<file path="src/rtl/rr_arb_pkg.sv">
// Shared types and helpers for the four-channel round-robin select arbiter.
// State encoding, channel/index widths and the one-hot to index encoder.
package rr_arb_pkg;

  localparam int NUM_CH = 4;
  localparam int IDX_W  = 2;

  typedef enum logic {
    IDLE = 1'b0,
    BUSY = 1'b1
  } state_t;

  // Lowest set bit wins; callers only pass one-hot or zero vectors.
  function automatic logic [IDX_W-1:0] encode(input logic [NUM_CH-1:0] oh);
    logic [IDX_W-1:0] idx;
    idx = '0;
    for (int i = NUM_CH - 1; i >= 0; i--) begin
      if (oh[i]) idx = IDX_W'(i);
    end
    return idx;
  endfunction

endpackage

</file>
<file path="src/rtl/rr_prio_pick4.sv">
// Combinational rotating-priority picker: returns the first requesting channel
// found when scanning from ptr upward, wrapping modulo four.
module rr_prio_pick4
  import rr_arb_pkg::*;
(
  input  logic [NUM_CH-1:0] req,
  input  logic [IDX_W-1:0]  ptr,
  output logic              any,
  output logic [IDX_W-1:0]  idx
);

  logic [IDX_W-1:0] cand;

  // Scan farthest offset first so the nearest requester overwrites the result.
  always_comb begin
    any  = 1'b0;
    idx  = '0;
    cand = '0;
    for (int i = NUM_CH - 1; i >= 0; i--) begin
      cand = ptr + IDX_W'(i);
      if (req[cand]) begin
        any = 1'b1;
        idx = cand;
      end
    end
  end

endmodule

</file>
<file path="src/rtl/rr_sel_arbiter4.sv">
// Round-robin arbiter driving the select of a downstream 4:1 mux.
// Optional forced release after MAX_HOLD busy cycles when HOLD_TIMEOUT_EN is defined.
module rr_sel_arbiter4
  import rr_arb_pkg::*;
#(
  parameter int MAX_HOLD = 15,
  parameter int CNT_W    = 4
) (
  input  logic              clk,
  input  logic              rst,
  input  logic [NUM_CH-1:0] req,
  input  logic              done,
  output logic [NUM_CH-1:0] grant,
  output logic              gnt_valid,
  output logic              s1,
  output logic              s0,
  output logic              timeout
);

  if ((1 << CNT_W) <= MAX_HOLD || MAX_HOLD < 1) begin : g_bad_hold_cfg
    $error("rr_sel_arbiter4: MAX_HOLD must be >= 1 and fit in CNT_W bits");
  end

  state_t           state;
  logic [IDX_W-1:0] ptr;
  logic [IDX_W-1:0] gidx;
  logic             pick_any;
  logic [IDX_W-1:0] pick_idx;
  logic             norm_rel;
  logic             force_rel;
  logic             release_any;

  rr_prio_pick4 u_pick (
    .req (req),
    .ptr (ptr),
    .any (pick_any),
    .idx (pick_idx)
  );

  assign gidx     = {s1, s0};
  assign norm_rel = done | ~req[gidx];

`ifdef HOLD_TIMEOUT_EN
  localparam logic [CNT_W-1:0] HOLD_LAST = CNT_W'(MAX_HOLD - 1);

  logic [CNT_W-1:0] hold_cnt;

  // The edge ending the MAX_HOLD-th busy cycle forces release unless the owner lets go itself.
  assign force_rel = (state == BUSY) && (hold_cnt == HOLD_LAST) && !norm_rel;

  always_ff @(posedge clk or posedge rst) begin
    if (rst) begin
      hold_cnt <= '0;
      timeout  <= 1'b0;
    end else begin
      timeout <= force_rel;
      if (state == BUSY) hold_cnt <= hold_cnt + {{(CNT_W-1){1'b0}}, 1'b1};
      else               hold_cnt <= '0;
    end
  end
`else
  assign force_rel = 1'b0;
  assign timeout   = 1'b0;
`endif

  assign release_any = norm_rel | force_rel;

  // Select bits are left untouched on release so the mux input stays stable while idle.
  always_ff @(posedge clk or posedge rst) begin
    if (rst) begin
      state     <= IDLE;
      grant     <= '0;
      gnt_valid <= 1'b0;
      s1        <= 1'b0;
      s0        <= 1'b0;
      ptr       <= '0;
    end else begin
      case (state)
        IDLE: begin
          if (pick_any) begin
            state     <= BUSY;
            grant     <= NUM_CH'(1) << pick_idx;
            gnt_valid <= 1'b1;
            {s1, s0}  <= pick_idx;
          end
        end
        BUSY: begin
          if (release_any) begin
            state     <= IDLE;
            grant     <= '0;
            gnt_valid <= 1'b0;
            ptr       <= encode(grant) + IDX_W'(1);
          end
        end
        default: begin
          state     <= IDLE;
          grant     <= '0;
          gnt_valid <= 1'b0;
        end
      endcase
    end
  end

endmodule

</file>
<file path="config.mk">
export PLATFORM = sky130hd
export DESIGN_NAME = rr_sel_arbiter4
export DESIGN_NICKNAME = d
export VERILOG_FILES = /design/src/rtl/rr_arb_pkg.sv /design/src/rtl/rr_prio_pick4.sv /design/src/rtl/rr_sel_arbiter4.sv
export SDC_FILE = /design/constraint.sdc
export NUM_CORES = 1
export LEC_CHECK = 0
export ABC_AREA = 1
export BUFFER_PORTS_ARGS = -buffer_cell sky130_fd_sc_hd__buf_2
export CORE_UTILIZATION = 57
export CTS_BUF_LIST = sky130_fd_sc_hd__clkbuf_16
export DETAILED_ROUTE_END_ITERATION = 12
export GPL_ROUTABILITY_DRIVEN = 0
export GPL_TIMING_DRIVEN = 0
export HOLD_SLACK_MARGIN = 0.05
export PLACE_DENSITY_LB_ADDON = 0.25
export SLEW_MARGIN = 40
export SYNTH_ARGS = -nofsm -noshare
export SYNTH_HDL_FRONTEND = slang
export SYNTH_SLANG_ARGS = --single-unit
</file>
<file path="constraint.sdc">
create_clock -name clk -period 3.2 [get_ports clk]
set_clock_uncertainty 0.15 [all_clocks]
set_input_delay 0.64 -clock clk [delete_from_list [all_inputs] [get_ports clk]]
set_output_delay 0.64 -clock clk [all_outputs]
set_load 0.02 [all_outputs]
</file>
==> metrics.txt, run 1 <==
asr flop ratio synth 100.0%; clk root buf clkbuf_16; die width 38.68 um; Post-synth EDFFs 0; vias 700; post-synth top area share ~33%; overall power around 0.0011 W; total of max-cap violations 0; drt wl/cell 11.59 um; Antenna Nets Post-Route 0; PD cells 1224 nW/um^2; Ports 15; first-pass GRT wire length 2753 um; Switching Power 0.0005579 W; crit-path most repeated cell nand2_1; Clock transition at path regs about 0.040 ns; critical path class flip-flop to flip-flop; number of buffers added for setup after CTS 0; Crit path largest cell delay 0.37 ns; Initial Util 65.49%; post-synthesis sequential area ratio about a third; HP Class primary input to async pin; Post-CTS Resized 0; fin. max-slew vios 0; Reg power frac 20.0%; most frequent cell after synthesis nand2_1; gr ovfl total 0; Main synth FF type dfrtp_1; DIE HEIGHT slightly below 40 um; Static Leak 0.5422 nW; VDD IR max ~840 uV; Non-Filler Instances 142; library cells used by synthesis 23; top cells by count, synth 44 x nand2_1, 13 x inv_1, 10 x dfrtp_1; 1st-iter DRT viols 12; Die ar. 1496 um^2; Sink Count 10; global-route usage over all layers 28.17%; fmax 0.5841 GHz; RR Endpoint grant[2]; Cells after Synth 112; Inst Count DP approximately 140; critical path depth 12; syn nets 119; Vias/cell 4.930; Clk network pwr share 19.1%; Sw Ratio 49.27%; Largest delay share family, worst path simple AND/OR/NAND/NOR gates; vias in the first global route 668; TritonCTS clock tree built; crit-path cells buf_6 -> inv_4 -> nand2_1 -> and2_1 -> nand2_1 -> nand2_1 -> nor2_1 -> nand2_1 -> nand2_2 -> inv_1 -> nand2_1 -> nand2_1; multi-input logic area 426.7 um^2; synthesized area per cell 6.848 um^2; placed cell area 849.6 um^2; worst reg2reg setup slack 1.49 ns; CTS Buf Count 3; design area 924.6 um^2; synthesized area 767.0 um^2; CP Launch Type flip-flop; reg2reg start ptr[0]; Hold Violations, Final 0; data required time of the worst path 3.18 ns; final WL around 1600 um; yosys warns 0; setup TNS 0 ns; H-tree depth 1; Fillers 80; Clock Latency Late Sink ~0.23 ns; initial antenna violation count 0; Final Cycle Share 53.50%; Synth area leaders dfrtp_1 33%, nand2_1 22%, nand2_2 6.5%; Combinational Power Share 61.0%; setup violators final 0; Internal 0.0005743 W; FF+latch count, synth 10; final HPWL from detailed placement approximately 1200 um; final net count 137; largest net degree at the start of global routing 11; # hold bufs at CTS 0; DRC errors left 0; final period demand of the worst path roughly 1.7 ns; Max Root-Sink Buffers 2; FP Rows 12; diode count 0; status complete, no violations; fraction of final layout cells sized beyond drive strength 1 28.91%; register area roughly 250 um^2; largest area contributor in the netlist dfrtp_1; Port Buffers 13; CP Max Fanout 9; Area Overhead vs Synth 20.55%; cell count of the worst reg-to-reg path 12; Util after Layout 78.95%; core area 1171 um^2; crit path DAT 1.69 ns; Worst Path Buf+Inv 3; DRT Pass-1 Iters 2; CP max stage cell dfrtp_1; RSZ-0062 raised after global routing false; Worst setup EP type flip-flop
kinds of logic (layout without fill, tap and decap cells):
logic type             count (synthesis)  in the layout  share of synthesized area (%)
AO/OA/AOI/OAI                         10             10                          7.177
buffers and inverters                 19             35                          11.75
flip-flops                            10             10                          32.63
other                                  1              1                         0.4889
AND/OR/NAND/NOR                       72             72                          47.96
power by group through the flow:
| stage | clock [W] | combinational (W) | sequential (W) |
|---|---|---|---|
| 2_1_floorplan | 0 | 0.000514 | 0.000256 |
| 3_3_place_gp | 0 | 0.000651 | 0.000221 |
| 4_1_cts | 0.000214 | 0.000692 | 0.000225 |
| 6_report | 0.000216 | 0.000690 | 0.000226 |
| 5_1_grt | 0.000224 | 0.000766 | 0.000231 |
| 3_5_place_dp | 0 | 0.000674 | 0.000225 |
flip-flops by register name (all words and copies together) (netlist names):
register   cells
grant          4
state          1
s0             1
s1             1
ptr            2
gnt_valid      1
layout by cell type, fill, tap and decap left out, types with 2 or more instances in the layout:
| cell | count |
|---|---|
| inv_1 | 13 |
| nand2_1 | 44 |
| o21ai_1 | 3 |
| clkbuf_16 | 3 |
| and2_1 | 2 |
| nand2_4 | 3 |
| inv_2 | 2 |
| o21ai_0 | 3 |
| buf_2 | 13 |
| a21oi_1 | 2 |
| nand2_2 | 8 |
| dfrtp_1 | 10 |
| nand3_1 | 6 |
| nor2_1 | 5 |
how the worst max path moves through the flow:
stage | startpoint | end | slack [ns]
floorplan | req[3] | grant[2] | 1.55
global placement | req[3] | grant[2] | 1.34
detailed placement | req[3] | grant[2] | 1.31
CTS | ptr[0] | grant[2] | 1.49
global route | ptr[0] | grant[2] | 1.36
finish | ptr[0] | grant[2] | 1.49
layout make-up:
type	count	area share, %
Buffer	2	2.030
Clock buffer	3	8.119
Multi-Input combinational cell	83	46.14
Inverter	17	7.713
Timing Repair Buffer	13	7.037
Tap cell	14	1.894
Sequential cell	10	27.06
metal layers:
metal / wire length (um) / GRT usage (%) / part of all wire [%]
met1: 706 / 28.41 / 43
met2: 833 / 51.25 / 51
met3: 49 / 5.780 / 3.0
met4: 56 / 18.10 / 3.4
met5: 0 / 0 / 0
worst reg2reg max path, stage by stage, from the launching register on:
cell,delay [ns]
dfrtp_1,0.37
buf_6,0.14
inv_4,0.09
nand2_1,0.07
and2_1,0.16
nand2_1,0.09
nand2_1,0.08
nor2_1,0.10
nand2_1,0.06
nand2_2,0.10
inv_1,0.06
nand2_1,0.07
nand2_1,0.05
stage by stage:
step           hold slack (ns)  setup slack, ns
3_3_place_gp            0.3022            1.341
4_1_cts                 0.2351            1.492
5_1_grt                 0.2576            1.363
6_report                0.2239            1.488
3_5_place_dp            0.3083            1.306
2_1_floorplan           0.3302            1.546
(Power assumes the default switching activity.)
==> inputs of run 2 (changes only) <==
Settings changed: CORE_UTILIZATION 57 to 52.
Clock period 3.2 ns to 1.7 ns, I/O delays scaled along.
==> run 2 against run 1 <==
Effect of this change: via count grew 6.0%; fmax grew 6.0%; flip-flop and latch count is the same; largest cell class unchanged; highest routed layer is now met3.
==> metrics.txt, run 2 (synthesized netlist as in run 1, its figures left out) <==
status complete, no violations; Initial Util 57.50%; fmax 0.6194 GHz; HP Class primary input to flip-flop; Fillers 111; PD cells 2260 nW/um^2; Ports 15; startpoint of the worst hold path done; Non-Filler Instances between 100 and 150; worst reg2reg setup slack 0.09 ns; most common cell after layout, fill and taps aside nand2_1; FP Rows 13; Reg with most FFs grant; Internal 0.001158 W; CP Max Fanout 8; CP Launch Type flip-flop; crit path from ptr[0]; pre-CTS WS about 0.036 ns; Switching Power 0.001106 W; Max Root-Sink Buffers 2; setup violators final 0; core area 1334 um^2; Vias/cell ~5; CTS Buf Count 3; Port Buffers 13; Clock transition at path regs 0.04 ns; Reg power frac between 10% and 20%; slack of the critical path between 0.08 and 0.09 ns; data required time of the worst path 1.67 ns; WHS Path Cells 4; Combinational Power Share 63.5%; H-tree depth 1; critical path class flip-flop to flip-flop; diode count 0; Clock Latency Late Sink 0.23 ns; Largest register FFs 4; fin. max-slew vios 0; first-pass GRT wire length about 2500 um; vias around 740; drt wl/cell 11.76 um; reg2reg start ptr[0]; total of max-cap violations 0; Static Leak 0.5703 nW; die width between 40 and 50 um; 1st-iter DRT viols 15; Area Overhead vs Synth 30.67%; Hold EP state; crit path DAT 1.59 ns; Worst setup EP type flip-flop; VDD IR max around 1400 uV; placed cell area 850.8 um^2; design area 1002 um^2; Hold Violations, Final 0; RR Endpoint grant[2]; DRT Pass-1 Iters 4; cell count of the worst reg-to-reg path 13; RSZ-0062 raised after global routing true; Die ar. 1633 um^2; largest net degree at the start of global routing 11; Largest regs grant x4, ptr x2; vias in the first global route 613; final period demand of the worst path roughly 1.6 ns; initial antenna violation count 0; gr ovfl total 0; fraction of final layout cells sized beyond drive strength 1 40.46%; hold_ws approximately 0.24 ns; global-route usage over all layers between 20 and 25%; Sink Count 10; final HPWL from detailed placement 1196 um; Final Cycle Share 94.96%; Inst Count DP 140; Antenna Nets Post-Route 0; Sw Ratio just under 50%; final WL 1717 um; Clk network pwr share 17.7%; DIE HEIGHT 40.41 um; final net count 140; most frequent cells in the layout 35 x nand2_1, 16 x nand2_2, 13 x inv_1, 13 x buf_2, 9 x dfrtp_1; clk root buf clkbuf_16; DRC errors left 0; TritonCTS clock tree built
run 2: cell count changes in the layout (fill, tap and decap cells not counted), moves of 2 or more:
cell	previous run	this run
nand2_1	44	35
nand2_2	8	16
and2_1	2	0
and2_4	0	2
buf_4	1	3
nand3_1	6	4
nand3_2	0	2
run 2: layout make-up:
class / count / area, um^2 / area share (%)
plain buffers: 2 / 18.77 / 1.873
clock buffers: 3 / 75.07 / 7.491
inverters: 17 / 78.83 / 7.865
multi-input cells: 83 / 469.2 / 46.82
flip-flops and latches: 10 / 251.5 / 25.09
well taps: 15 / 18.77 / 1.873
repair buffers: 16 / 90.09 / 8.989
run 2: metal layers:
layer	track usage, %	routed length, um	vias to the layer above
li1	-	-	379
met1	29.66	767	348
met2	39.68	884	15
met3	3.333	65	0
met4	2.500	0	0
met5	0	0	-
run 2: power by group through the flow:
stage          Clock [W]  Sequential, W  Combinational (W)
2_1_floorplan          0       0.000482           0.000967
3_3_place_gp           0       0.000419            0.00123
3_5_place_dp           0       0.000423            0.00127
4_1_cts         0.000405       0.000421            0.00128
5_1_grt         0.000415       0.000434            0.00159
6_report        0.000400       0.000426            0.00144
run 2: per-stage QoR:
step	power [W]	TNS [ns]	util [%]
detailed placement	0.001692	0	63.79
finish	0.002265	0	75.14
global route	0.002438	-0.08698	75.14
floorplan	0.001449	0	-
global placement	0.001651	0	63.79
CTS	0.002111	0	70.17
run 2: repair_timing:
item | 4_1_cts | 5_1_grt
hold buffers | 1 | 0
setup endpoints to repair | 0 | 5
resized for setup | 0 | 18
buffers inserted | 0 | 2
endpoints found under the hold margin | 10 | 0
run 2: worst max-delay path, stage by stage (launching register included):
cell     delay (ns)
dfrtp_1        0.36
buf_6          0.14
inv_8          0.07
nand2_2        0.05
nand2_2        0.09
nand2_2        0.07
nand2_2        0.08
nor2_4         0.04
nor2_1         0.09
nand2_1        0.07
nand2_2        0.12
inv_1          0.05
nand2_1        0.06
nand2_1        0.04
run 2: how the worst max path moves through the flow:
stage               depth (start not counted)       end
global route                                8    ptr[0]
global placement                           12  grant[2]
floorplan                                  12  grant[2]
finish                                     13  grant[2]
detailed placement                         12  grant[1]
CTS                                        12  grant[1]
